--- src/rtl/alu_share_arbiter.sv ---
// Purpose : round-robin share of one combinational alu between execute (req 0) and branch/addr unit (req 1).
// Latency : grant at N -> operands on o_a_* at N+1 -> response at N+2 when done returns immediately.
// Backpres: one op in flight; requesters see ready only in IDLE, response held until i_rsp_ready.
//
// Ports:
//   i_clk, i_rst               clock (rising edge), async active-low reset
//   i_rK_valid / o_rK_ready    request handshake for requester K (0,1)
//   i_rK_rs/rt/imm/funct/alu_src/pc  request operands
//   o_a_*                      operands toward the alu, non-zero only while executing
//   i_alu_value/pc/done        alu result
//   o_rsp_*                    tagged response channel (valid/ready, id, value, pc, err)
module alu_share_arbiter #(
    parameter int DWIDTH    = 32,
    parameter int IMM_WIDTH = 16,
    parameter int PC_WIDTH  = 32,
    parameter int FWIDTH    = 5,
    parameter int MAX_WAIT  = 4
) (
    input  logic                 i_clk,
    input  logic                 i_rst,
    input  logic                 i_r0_valid,
    output logic                 o_r0_ready,
    input  logic [DWIDTH-1:0]    i_r0_rs,
    input  logic [DWIDTH-1:0]    i_r0_rt,
    input  logic [IMM_WIDTH-1:0] i_r0_imm,
    input  logic [FWIDTH-1:0]    i_r0_funct,
    input  logic                 i_r0_alu_src,
    input  logic [PC_WIDTH-1:0]  i_r0_pc,
    input  logic                 i_r1_valid,
    output logic                 o_r1_ready,
    input  logic [DWIDTH-1:0]    i_r1_rs,
    input  logic [DWIDTH-1:0]    i_r1_rt,
    input  logic [IMM_WIDTH-1:0] i_r1_imm,
    input  logic [FWIDTH-1:0]    i_r1_funct,
    input  logic                 i_r1_alu_src,
    input  logic [PC_WIDTH-1:0]  i_r1_pc,
    output logic [DWIDTH-1:0]    o_a_rs,
    output logic [DWIDTH-1:0]    o_a_rt,
    output logic [IMM_WIDTH-1:0] o_a_imm,
    output logic [FWIDTH-1:0]    o_a_funct,
    output logic                 o_a_alu_src,
    output logic [PC_WIDTH-1:0]  o_a_pc,
    input  logic [DWIDTH-1:0]    i_alu_value,
    input  logic [PC_WIDTH-1:0]  i_alu_pc,
    input  logic                 i_alu_done,
    output logic                 o_rsp_valid,
    input  logic                 i_rsp_ready,
    output logic                 o_rsp_id,
    output logic [DWIDTH-1:0]    o_rsp_value,
    output logic [PC_WIDTH-1:0]  o_rsp_pc,
    output logic                 o_rsp_err
);

    localparam int CW = $clog2(MAX_WAIT) + 1;

    typedef enum logic [1:0] {IDLE, EXEC, RESP} state_t;

    state_t                 state, state_nxt;
    logic                   rr;
    logic [CW-1:0]          wait_cnt;
    logic                   gnt_vld, gnt_id;
    logic                   exec_done, exec_timeout;

    logic                   lat_id;
    logic [DWIDTH-1:0]      lat_rs, lat_rt;
    logic [IMM_WIDTH-1:0]   lat_imm;
    logic [FWIDTH-1:0]      lat_funct;
    logic                   lat_src;
    logic [PC_WIDTH-1:0]    lat_pc;
    logic [DWIDTH-1:0]      rsp_value;
    logic [PC_WIDTH-1:0]    rsp_pc;
    logic                   rsp_err;

    always_ff @(posedge i_clk or negedge i_rst) begin
        if (!i_rst) state <= IDLE;
        else        state <= state_nxt;
    end

    always_comb begin
        state_nxt    = state;
        gnt_vld      = 1'b0;
        gnt_id       = 1'b0;
        o_r0_ready   = 1'b0;
        o_r1_ready   = 1'b0;
        o_rsp_valid  = 1'b0;
        exec_done    = 1'b0;
        exec_timeout = 1'b0;
        case (state)
            IDLE: begin
                // Reset gating keeps ready low while reset is held even though state reads IDLE.
                if (i_rst && (i_r0_valid || i_r1_valid)) begin
                    gnt_vld    = 1'b1;
                    gnt_id     = (i_r0_valid && i_r1_valid) ? rr : i_r1_valid;
                    o_r0_ready = ~gnt_id;
                    o_r1_ready = gnt_id;
                    state_nxt  = EXEC;
                end
            end
            EXEC: begin
                if (i_alu_done) begin
                    exec_done = 1'b1;
                    state_nxt = RESP;
                end else if (wait_cnt == CW'(MAX_WAIT - 1)) begin
                    exec_timeout = 1'b1;
                    state_nxt    = RESP;
                end
            end
            RESP: begin
                o_rsp_valid = 1'b1;
                if (i_rsp_ready) state_nxt = IDLE;
            end
            default: state_nxt = IDLE;
        endcase
    end

    always_ff @(posedge i_clk or negedge i_rst) begin
        if (!i_rst) begin
            rr        <= 1'b0;
            wait_cnt  <= '0;
            lat_id    <= 1'b0;
            lat_rs    <= '0;
            lat_rt    <= '0;
            lat_imm   <= '0;
            lat_funct <= '0;
            lat_src   <= 1'b0;
            lat_pc    <= '0;
            rsp_value <= '0;
            rsp_pc    <= '0;
            rsp_err   <= 1'b0;
        end else begin
            if (gnt_vld) begin
                wait_cnt  <= '0;
                lat_id    <= gnt_id;
                lat_rs    <= gnt_id ? i_r1_rs      : i_r0_rs;
                lat_rt    <= gnt_id ? i_r1_rt      : i_r0_rt;
                lat_imm   <= gnt_id ? i_r1_imm     : i_r0_imm;
                lat_funct <= gnt_id ? i_r1_funct   : i_r0_funct;
                lat_src   <= gnt_id ? i_r1_alu_src : i_r0_alu_src;
                lat_pc    <= gnt_id ? i_r1_pc      : i_r0_pc;
            end
            // Counter leaves EXEC at MAX_WAIT-1 at the latest, so it never wraps.
            if (state == EXEC) wait_cnt <= wait_cnt + 1'b1;
            if (exec_done) begin
                rsp_value <= i_alu_value;
                rsp_pc    <= i_alu_pc;
                rsp_err   <= 1'b0;
            end else if (exec_timeout) begin
                rsp_value <= '0;
                rsp_pc    <= '0;
                rsp_err   <= 1'b1;
            end
            // Favour the other requester once this one's response is consumed.
            if (state == RESP && i_rsp_ready) rr <= ~lat_id;
        end
    end

    assign o_a_rs      = (state == EXEC) ? lat_rs    : '0;
    assign o_a_rt      = (state == EXEC) ? lat_rt    : '0;
    assign o_a_imm     = (state == EXEC) ? lat_imm   : '0;
    assign o_a_funct   = (state == EXEC) ? lat_funct : '0;
    assign o_a_alu_src = (state == EXEC) && lat_src;
    assign o_a_pc      = (state == EXEC) ? lat_pc    : '0;

    assign o_rsp_id    = (state == RESP) && lat_id;
    assign o_rsp_value = (state == RESP) ? rsp_value : '0;
    assign o_rsp_pc    = (state == RESP) ? rsp_pc    : '0;
    assign o_rsp_err   = (state == RESP) && rsp_err;

endmodule

--- config.mk ---
export PLATFORM = sky130hd
export DESIGN_NAME = alu_share_arbiter
export DESIGN_NICKNAME = d
export VERILOG_FILES = /design/src/rtl/alu_share_arbiter.sv
export SDC_FILE = /design/constraint.sdc
export NUM_CORES = 1
export LEC_CHECK = 0
export ABC_AREA = 1
export CAP_MARGIN = 5
export CORE_AREA = 2 2 192 194
export DETAILED_ROUTE_END_ITERATION = 12
export DIE_AREA = 0 0 194 196
export SLEW_MARGIN = 5
export SYNTH_ARGS = -nofsm -noshare
export SYNTH_HDL_FRONTEND = slang
export SYNTH_SLANG_ARGS = --single-unit
--- constraint.sdc ---
create_clock -name i_clk -period 1.5 [get_ports i_clk]
set_clock_uncertainty 0.15 [all_clocks]
set_input_delay 0.225 -clock i_clk [delete_from_list [all_inputs] [get_ports i_clk]]
set_output_delay 0.225 -clock i_clk [all_outputs]
set_load 0.05 [all_outputs]
### Word level (Yosys, flattened, before mapping)

Cells that the tools add are included.
Widths: inputs -> output; s select.

| word-level totals | value |
|---|---|
| bits in registers | 190 |
| latch bits | 0 |
| bits in writable memories | 0 |
| memory bits (read-only) | 0 |
| output and inout port bits | 187 |
| word-level logic and storage cells | 71 |
| memories kept | 0 |

| operators by class | value |
|---|---|
| $add $sub $neg | 1 |
| multipliers | 0 |
| divide/modulo/power cells | 0 |
| $lt $le $gt $ge | 0 |
| eq/ne operators | 6 |
| shifts and indexed selects | 0 |
| mux-type cells | 38 |
| bitwise operators | 2 |
| reductions and logical operators | 11 |

Operators by type and width:

| cell | count |
|---|---|
| $mux 32 | 11 |
| $mux 16 | 2 |
| $mux 1 | 16 |
| $mux 5 | 2 |
| $mux 2 | 4 |
| $logic_and 1x1->1 | 6 |
| $mux 3 | 2 |
| $pmux 2 s3 | 1 |
| $ne 2x2->1 const B | 2 |
| $reduce_bool 2->1 | 2 |
| $add 3x1->3 const B | 1 |
| $eq 3x2->1 const B | 1 |
| $ne 3x3->1 const B | 1 |
| $reduce_and 3->1 | 1 |
| $eq 2x1->1 const B | 1 |
| $eq 2x2->1 const B | 1 |
| $logic_not 2->1 | 1 |
| $not 1->1 | 2 |
| $logic_or 1x1->1 | 1 |

### Depth between registers and ports, before layout

| logic depth | value |
|---|---|
| word-level depth | 6 |
| gate-level depth with buffers | 8 |
| mapped depth without buffers | 6 |

### Worst setup path before layout

No wires, ideal clock.

| path | value |
|---|---|
| path type | reg2out |
| start | register state[1] |
| end | output o_rsp_pc[10] |
| data arrival time | 2295 ps |
| data required time | 1125 ps |
| slack | -1170 ps |
| cell stages (with the launch flop) | 7 |
| buffers on the path | 2 |
| cells stage by stage | dfrtp_1 inv_1 nor2_1 inv_2 clkbuf_1 buf_2 nor2_1 |

| on the way | value |
|---|---|
| word-level cells in the longest chain between the ends | 2 |

RTL lines:

| element | RTL line | text |
|---|---|---|
| start: declaration | 58 | `state_t state, state_nxt;` |
| start signal: assignment | 76 | `else state <= state_nxt;` |
| $eq 2x2->1 | 166 | `assign o_rsp_pc = (state == RESP) ? rsp_pc : '0;` |
| $mux 32 | 166 |  |
| end: declaration | 50 | `output logic [PC_WIDTH-1:0] o_rsp_pc,` |

No other way between the ends.

### Worst setup path after layout

| path | value |
|---|---|
| start | register state[1] |
| end | output o_rsp_pc[0] |

Same word-level chain as after synthesis.

==> impl_metrics.xml <==
<?xml version="1.0" encoding="UTF-8"?>
<metrics>
  <group name="global_routing">
    <metric name="largest_net_degree_at_the_start_of_global_routing" unit="">72</metric>
    <metric name="first_global_vias" unit="">11257</metric>
    <metric name="overflow" unit="">0</metric>
    <metric name="tot_gr_track_use" unit="%">23.9</metric>
    <metric name="first_pass_grt_wire_length" unit="um">69400</metric>
    <metric name="initial_antenna_violation_count" unit="">2</metric>
  </group>
  <group name="cells_and_area">
    <metric name="multiInputGateArea" unit="mm^2">0.00527</metric>
    <metric name="filler_cell_count" unit="">3129</metric>
    <metric name="postLayoutCellArea" unit="mm^2">0.0208</metric>
    <metric name="layout.nets" unit="">2152</metric>
    <metric name="area.sequential" unit="mm^2">0.00475</metric>
    <metric name="syn2layout_area_growth" unit="%">114</metric>
    <metric name="final_layout_size_suffix_gt1_share" unit="%">30.2</metric>
  </group>
  <group name="clocking">
    <metric name="cts.clk_slew.worst_paths" unit="ps">70</metric>
    <metric name="clock_insertion_delay_at_the_later_pin_of_the_skew_report" unit="ps">450</metric>
    <metric name="cts_max_path_buffers" unit="">2</metric>
    <metric name="clock_tree_from_tritoncts" unit="">yes</metric>
    <metric name="tritoncts.num_buffers" unit="">17</metric>
    <metric name="htreeDepth" unit="">4</metric>
    <metric name="cts.root.buffer_cell" unit="">sky130_fd_sc_hd__clkbuf_16</metric>
    <metric name="clock-sinks" unit="">190</metric>
  </group>
  <group name="logic_synthesis">
    <metric name="synth_async_sr_flop_share" unit="%">100</metric>
    <metric name="seq_area_frac_synth" unit="%">48.8</metric>
    <metric name="synth_enable_flop_cells" unit="">0</metric>
    <metric name="syn-num-nets" unit="">1617</metric>
    <metric name="post_synth_inst_count" unit="">1309</metric>
    <metric name="synth_largest_type_area_fraction" unit="%">48.8</metric>
    <metric name="avgSynthCellArea" unit="um^2">7.45</metric>
    <metric name="netlist_top_cells_area" unit="">sky130_fd_sc_hd__dfrtp_1 (49%), sky130_fd_sc_hd__nand3_1 (12%), sky130_fd_sc_hd__nand4_1 (7.6%)</metric>
    <metric name="yosysMostFrequentCell" unit="">sky130_fd_sc_hd__nand3_1</metric>
    <metric name="yosysWarnings" unit="">0</metric>
    <metric name="synth_area_leader_cell" unit="">sky130_fd_sc_hd__dfrtp_1</metric>
    <metric name="number_of_distinct_library_cells_after_synthesis" unit="">19</metric>
    <metric name="netlist_area" unit="mm^2">0.00975</metric>
    <metric name="synth_common_cells" unit="">sky130_fd_sc_hd__nand3_1 (239), sky130_fd_sc_hd__nand2_1 (192), sky130_fd_sc_hd__inv_1 (191)</metric>
    <metric name="synth_seq_cells" unit="">190</metric>
    <metric name="postSynth.topFlopCell" unit="">sky130_fd_sc_hd__dfrtp_1</metric>
  </group>
  <group name="timing">
    <metric name="rsz_0062_raised_after_global_routing" unit="">true</metric>
    <metric name="hold_slack" unit="ps">167</metric>
    <metric name="maximum_frequency_from_static_timing_analysis" unit="MHz">465</metric>
    <metric name="maxSlewHeadroom" unit="%">32.8</metric>
    <metric name="timing.final.crit_period" unit="ps">2150</metric>
    <metric name="postLayoutSetupSlackWorst" unit="ps">-650</metric>
    <metric name="finalHoldViolCount" unit="">0</metric>
    <metric name="report.final.setup_viol" unit="">445</metric>
    <metric name="tns" unit="ps">-189670</metric>
    <metric name="drv_slew" unit="">0</metric>
    <metric name="worstMarginPinSlew" unit="ps">1010</metric>
    <metric name="layout_worst_path_cycle_share" unit="%">143</metric>
  </group>
  <group name="drt">
    <metric name="wl_per_cell" unit="um">20.6</metric>
    <metric name="initialDrtViolationCount" unit="">616</metric>
    <metric name="drtPass1Iterations" unit="">5</metric>
    <metric name="num_vias" unit="">11456</metric>
    <metric name="drcViolationCount" unit="">0</metric>
    <metric name="detail_route.wirelength" unit="um">47900</metric>
    <metric name="vias_per_cell" unit="">4.92</metric>
    <metric name="detail-route-antenna-nets" unit="">0</metric>
  </group>
  <group name="critical_path">
    <metric name="critical-path-slowest-cell" unit="">sky130_fd_sc_hd__dfrtp_1</metric>
    <metric name="critical_path.cell_chain" unit="">buf_4 -&gt; inv_2 -&gt; nor2_4 -&gt; inv_8 -&gt; buf_12 -&gt; nor2_4 -&gt; buf_8</metric>
    <metric name="crit_path_max_fanout" unit="">12</metric>
    <metric name="critical_path_buf_inv_count" unit="">5</metric>
    <metric name="nature_of_the_critical_path_endpoint" unit="">output pin</metric>
    <metric name="worst-setup-path-type" unit="">reg -&gt; out</metric>
    <metric name="cp-start-kind" unit="">flop</metric>
    <metric name="cp_data_arrival_time" unit="ps">1780</metric>
    <metric name="cp_top_family" unit="">buffers and inverters</metric>
    <metric name="cp.required" unit="ps">1120</metric>
    <metric name="critPathMostFrequentCell" unit="">sky130_fd_sc_hd__nor2_4</metric>
    <metric name="critical_path.max_stage_delay" unit="ps">390</metric>
  </group>
  <group name="floorplan">
    <metric name="io_pins" unit="">493</metric>
    <metric name="start_util" unit="%">27.0</metric>
    <metric name="core_area" unit="mm^2">0.0361</metric>
    <metric name="fp.dieArea" unit="mm^2">0.0380</metric>
    <metric name="die_h" unit="um">196</metric>
    <metric name="placement_rows" unit="">70</metric>
    <metric name="dieWidth" unit="um">194</metric>
  </group>
  <group name="power_and_ir_drop">
    <metric name="peakVddDrop" unit="mV">1.36</metric>
    <metric name="cellPowerDensity" unit="mW/mm^2">1970</metric>
    <metric name="leakage_component_of_the_power" unit="nW">8.83</metric>
  </group>
  <group name="placement">
    <metric name="dpl_worst_slack" unit="ps">-564</metric>
    <metric name="place_area" unit="mm^2">0.0187</metric>
    <metric name="hpwlAfterDp" unit="um">31900</metric>
    <metric name="routabilityCongestion" unit="">0.869</metric>
    <metric name="portBuffers" unit="">492</metric>
  </group>
  <group name="hold_path">
    <metric name="holdCritPathClass" unit="">in -&gt; reg</metric>
  </group>
  <group name="outcome">
    <metric name="failing_checks" unit="">setup timing</metric>
    <metric name="run_status" unit="">finished, violations left</metric>
  </group>
  <group name="flow_run">
    <metric name="cap_violations" unit="">0</metric>
  </group>
</metrics>
-- power by group --
| group | internal, mW | leakage (nW) | total (mW) | switching [mW] |
|---|---|---|---|---|
| Sequential | 7.47 | 2.38 | 8.55 | 1.08 |
| Combinational | 11.9 | 6.14 | 27.4 | 15.5 |
| Clock | 3.01 | 0.308 | 5.18 | 2.16 |
-- placed cells by master (no fill, tap or decap), types with 2 or more instances in the layout --
cell type                           n
sky130_fd_sc_hd__o21ai_0           54
sky130_fd_sc_hd__buf_16            16
sky130_fd_sc_hd__nor2_4           189
sky130_fd_sc_hd__clkdlybuf4s50_1  304
sky130_fd_sc_hd__bufbuf_16         11
sky130_fd_sc_hd__inv_8              3
sky130_fd_sc_hd__nand3_1          235
sky130_fd_sc_hd__nand3_2            4
sky130_fd_sc_hd__o21ai_1           13
sky130_fd_sc_hd__diode_2            2
sky130_fd_sc_hd__clkinvlp_4         4
sky130_fd_sc_hd__a21oi_1            2
sky130_fd_sc_hd__nand2_8            2
sky130_fd_sc_hd__buf_4             53
sky130_fd_sc_hd__nor2_2             2
sky130_fd_sc_hd__nand2_1          187
sky130_fd_sc_hd__buf_6             25
sky130_fd_sc_hd__clkbuf_16         28
sky130_fd_sc_hd__nand2_4            3
sky130_fd_sc_hd__nand4_1          118
sky130_fd_sc_hd__buf_12           186
sky130_fd_sc_hd__inv_2              3
sky130_fd_sc_hd__dfrtp_1          190
sky130_fd_sc_hd__bufinv_16          5
sky130_fd_sc_hd__buf_8             17
sky130_fd_sc_hd__clkbuf_8           2
sky130_fd_sc_hd__inv_1            187
sky130_fd_sc_hd__clkinv_2           2
-- registers in the layout (all words and copies together) (netlist names), 2 cells and up --
| name | flops |
|---|---|
| lat_rs | 32 |
| rsp_value | 32 |
| lat_rt | 32 |
| lat_pc | 32 |
| state | 2 |
| lat_funct | 5 |
| wait_cnt | 3 |
| lat_imm | 16 |
| rsp_pc | 32 |
-- path summary, 6_finish.rpt --
kind / endpoint / cells past startpoint / slack, ps / startpoint
max: o_rsp_pc[0] / 7 / -650 / state[1]$_DFFE_PN0P_
min: rsp_pc[17]$_DFFE_PN0P_ / 3 / 170 / i_alu_pc[17]
max reg2reg: lat_imm[2]$_DFFE_PN0P_ / 12 / -590 / state[1]$_DFFE_PN0P_
min reg2reg: lat_pc[8]$_DFFE_PN0P_ / 2 / 340 / lat_pc[8]$_DFFE_PN0P_
max in group asynchronous: lat_pc[27]$_DFFE_PN0P_ / 4 / -140 / i_rst
min in group asynchronous: lat_rs[9]$_DFFE_PN0P_ / 3 / 510 / i_rst
-- worst register-to-register path, stage by stage (launching register included) --
cell	delay [ps]
sky130_fd_sc_hd__dfrtp_1	410
sky130_fd_sc_hd__buf_4	160
sky130_fd_sc_hd__nor2_4	170
sky130_fd_sc_hd__buf_6	120
sky130_fd_sc_hd__buf_6	80
sky130_fd_sc_hd__buf_6	90
sky130_fd_sc_hd__inv_2	40
sky130_fd_sc_hd__nor2_4	200
sky130_fd_sc_hd__buf_12	140
sky130_fd_sc_hd__buf_16	140
sky130_fd_sc_hd__clkbuf_16	170
sky130_fd_sc_hd__nand3_1	80
sky130_fd_sc_hd__nand3_1	80
-- cell families (layout without fill, tap and decap cells) --
logic type / after synthesis / in the layout / share of synthesized area, %
AO/OA/AOI/OAI: 72 / 72 / 3.75
AND/OR/NAND/NOR: 741 / 741 / 34.8
adder cells (fa/ha/maj): 2 / 2 / 0.257
flip-flops: 190 / 190 / 48.8
buffers and inverters: 304 / 852 / 12.5
other: 0 / 2 / 0
-- area by class of cell --
| class | instances | area share (%) |
|---|---|---|
| Tap cell | 468 | 2.81 |
| Clock inverter | 13 | 1.01 |
| Sequential cell | 190 | 22.8 |
| Antenna cell | 2 | 0.0240 |
| Inverter | 194 | 3.63 |
| Timing Repair Buffer | 625 | 42.2 |
| Clock buffer | 19 | 2.13 |
| Timing Repair inverter | 1 | 0.0540 |
| Multi-Input combinational cell | 815 | 25.3 |
-- metal layers --
layer	global-route usage, %	part of all wire [%]
met5	0	0
met4	9.40	3.2
met3	5.35	6.8
met2	39.2	49
met1	30.7	41
-- timing repair --
item,CTS,global route
hold buffers,1,0
gates resized for setup,89,30
setup endpoints to repair,375,565
pin swaps,6,17
hold endpoints to repair,119,0
cloned,18,14
buffers inserted,12,7
-- stage by stage --
stage / instances / power, mW / util (%)
after floorplan: 1309 / 23.1 / -
after global placement: 2241 / 32.1 / 51.7
after detailed placement: 2241 / 32.4 / 51.7
after CTS: 2304 / 39.8 / 56.3
after global routing: 2327 / 43.1 / 57.7
final: 2327 / 41.1 / 57.7
Note: power is estimated with default switching activity, not from simulation.
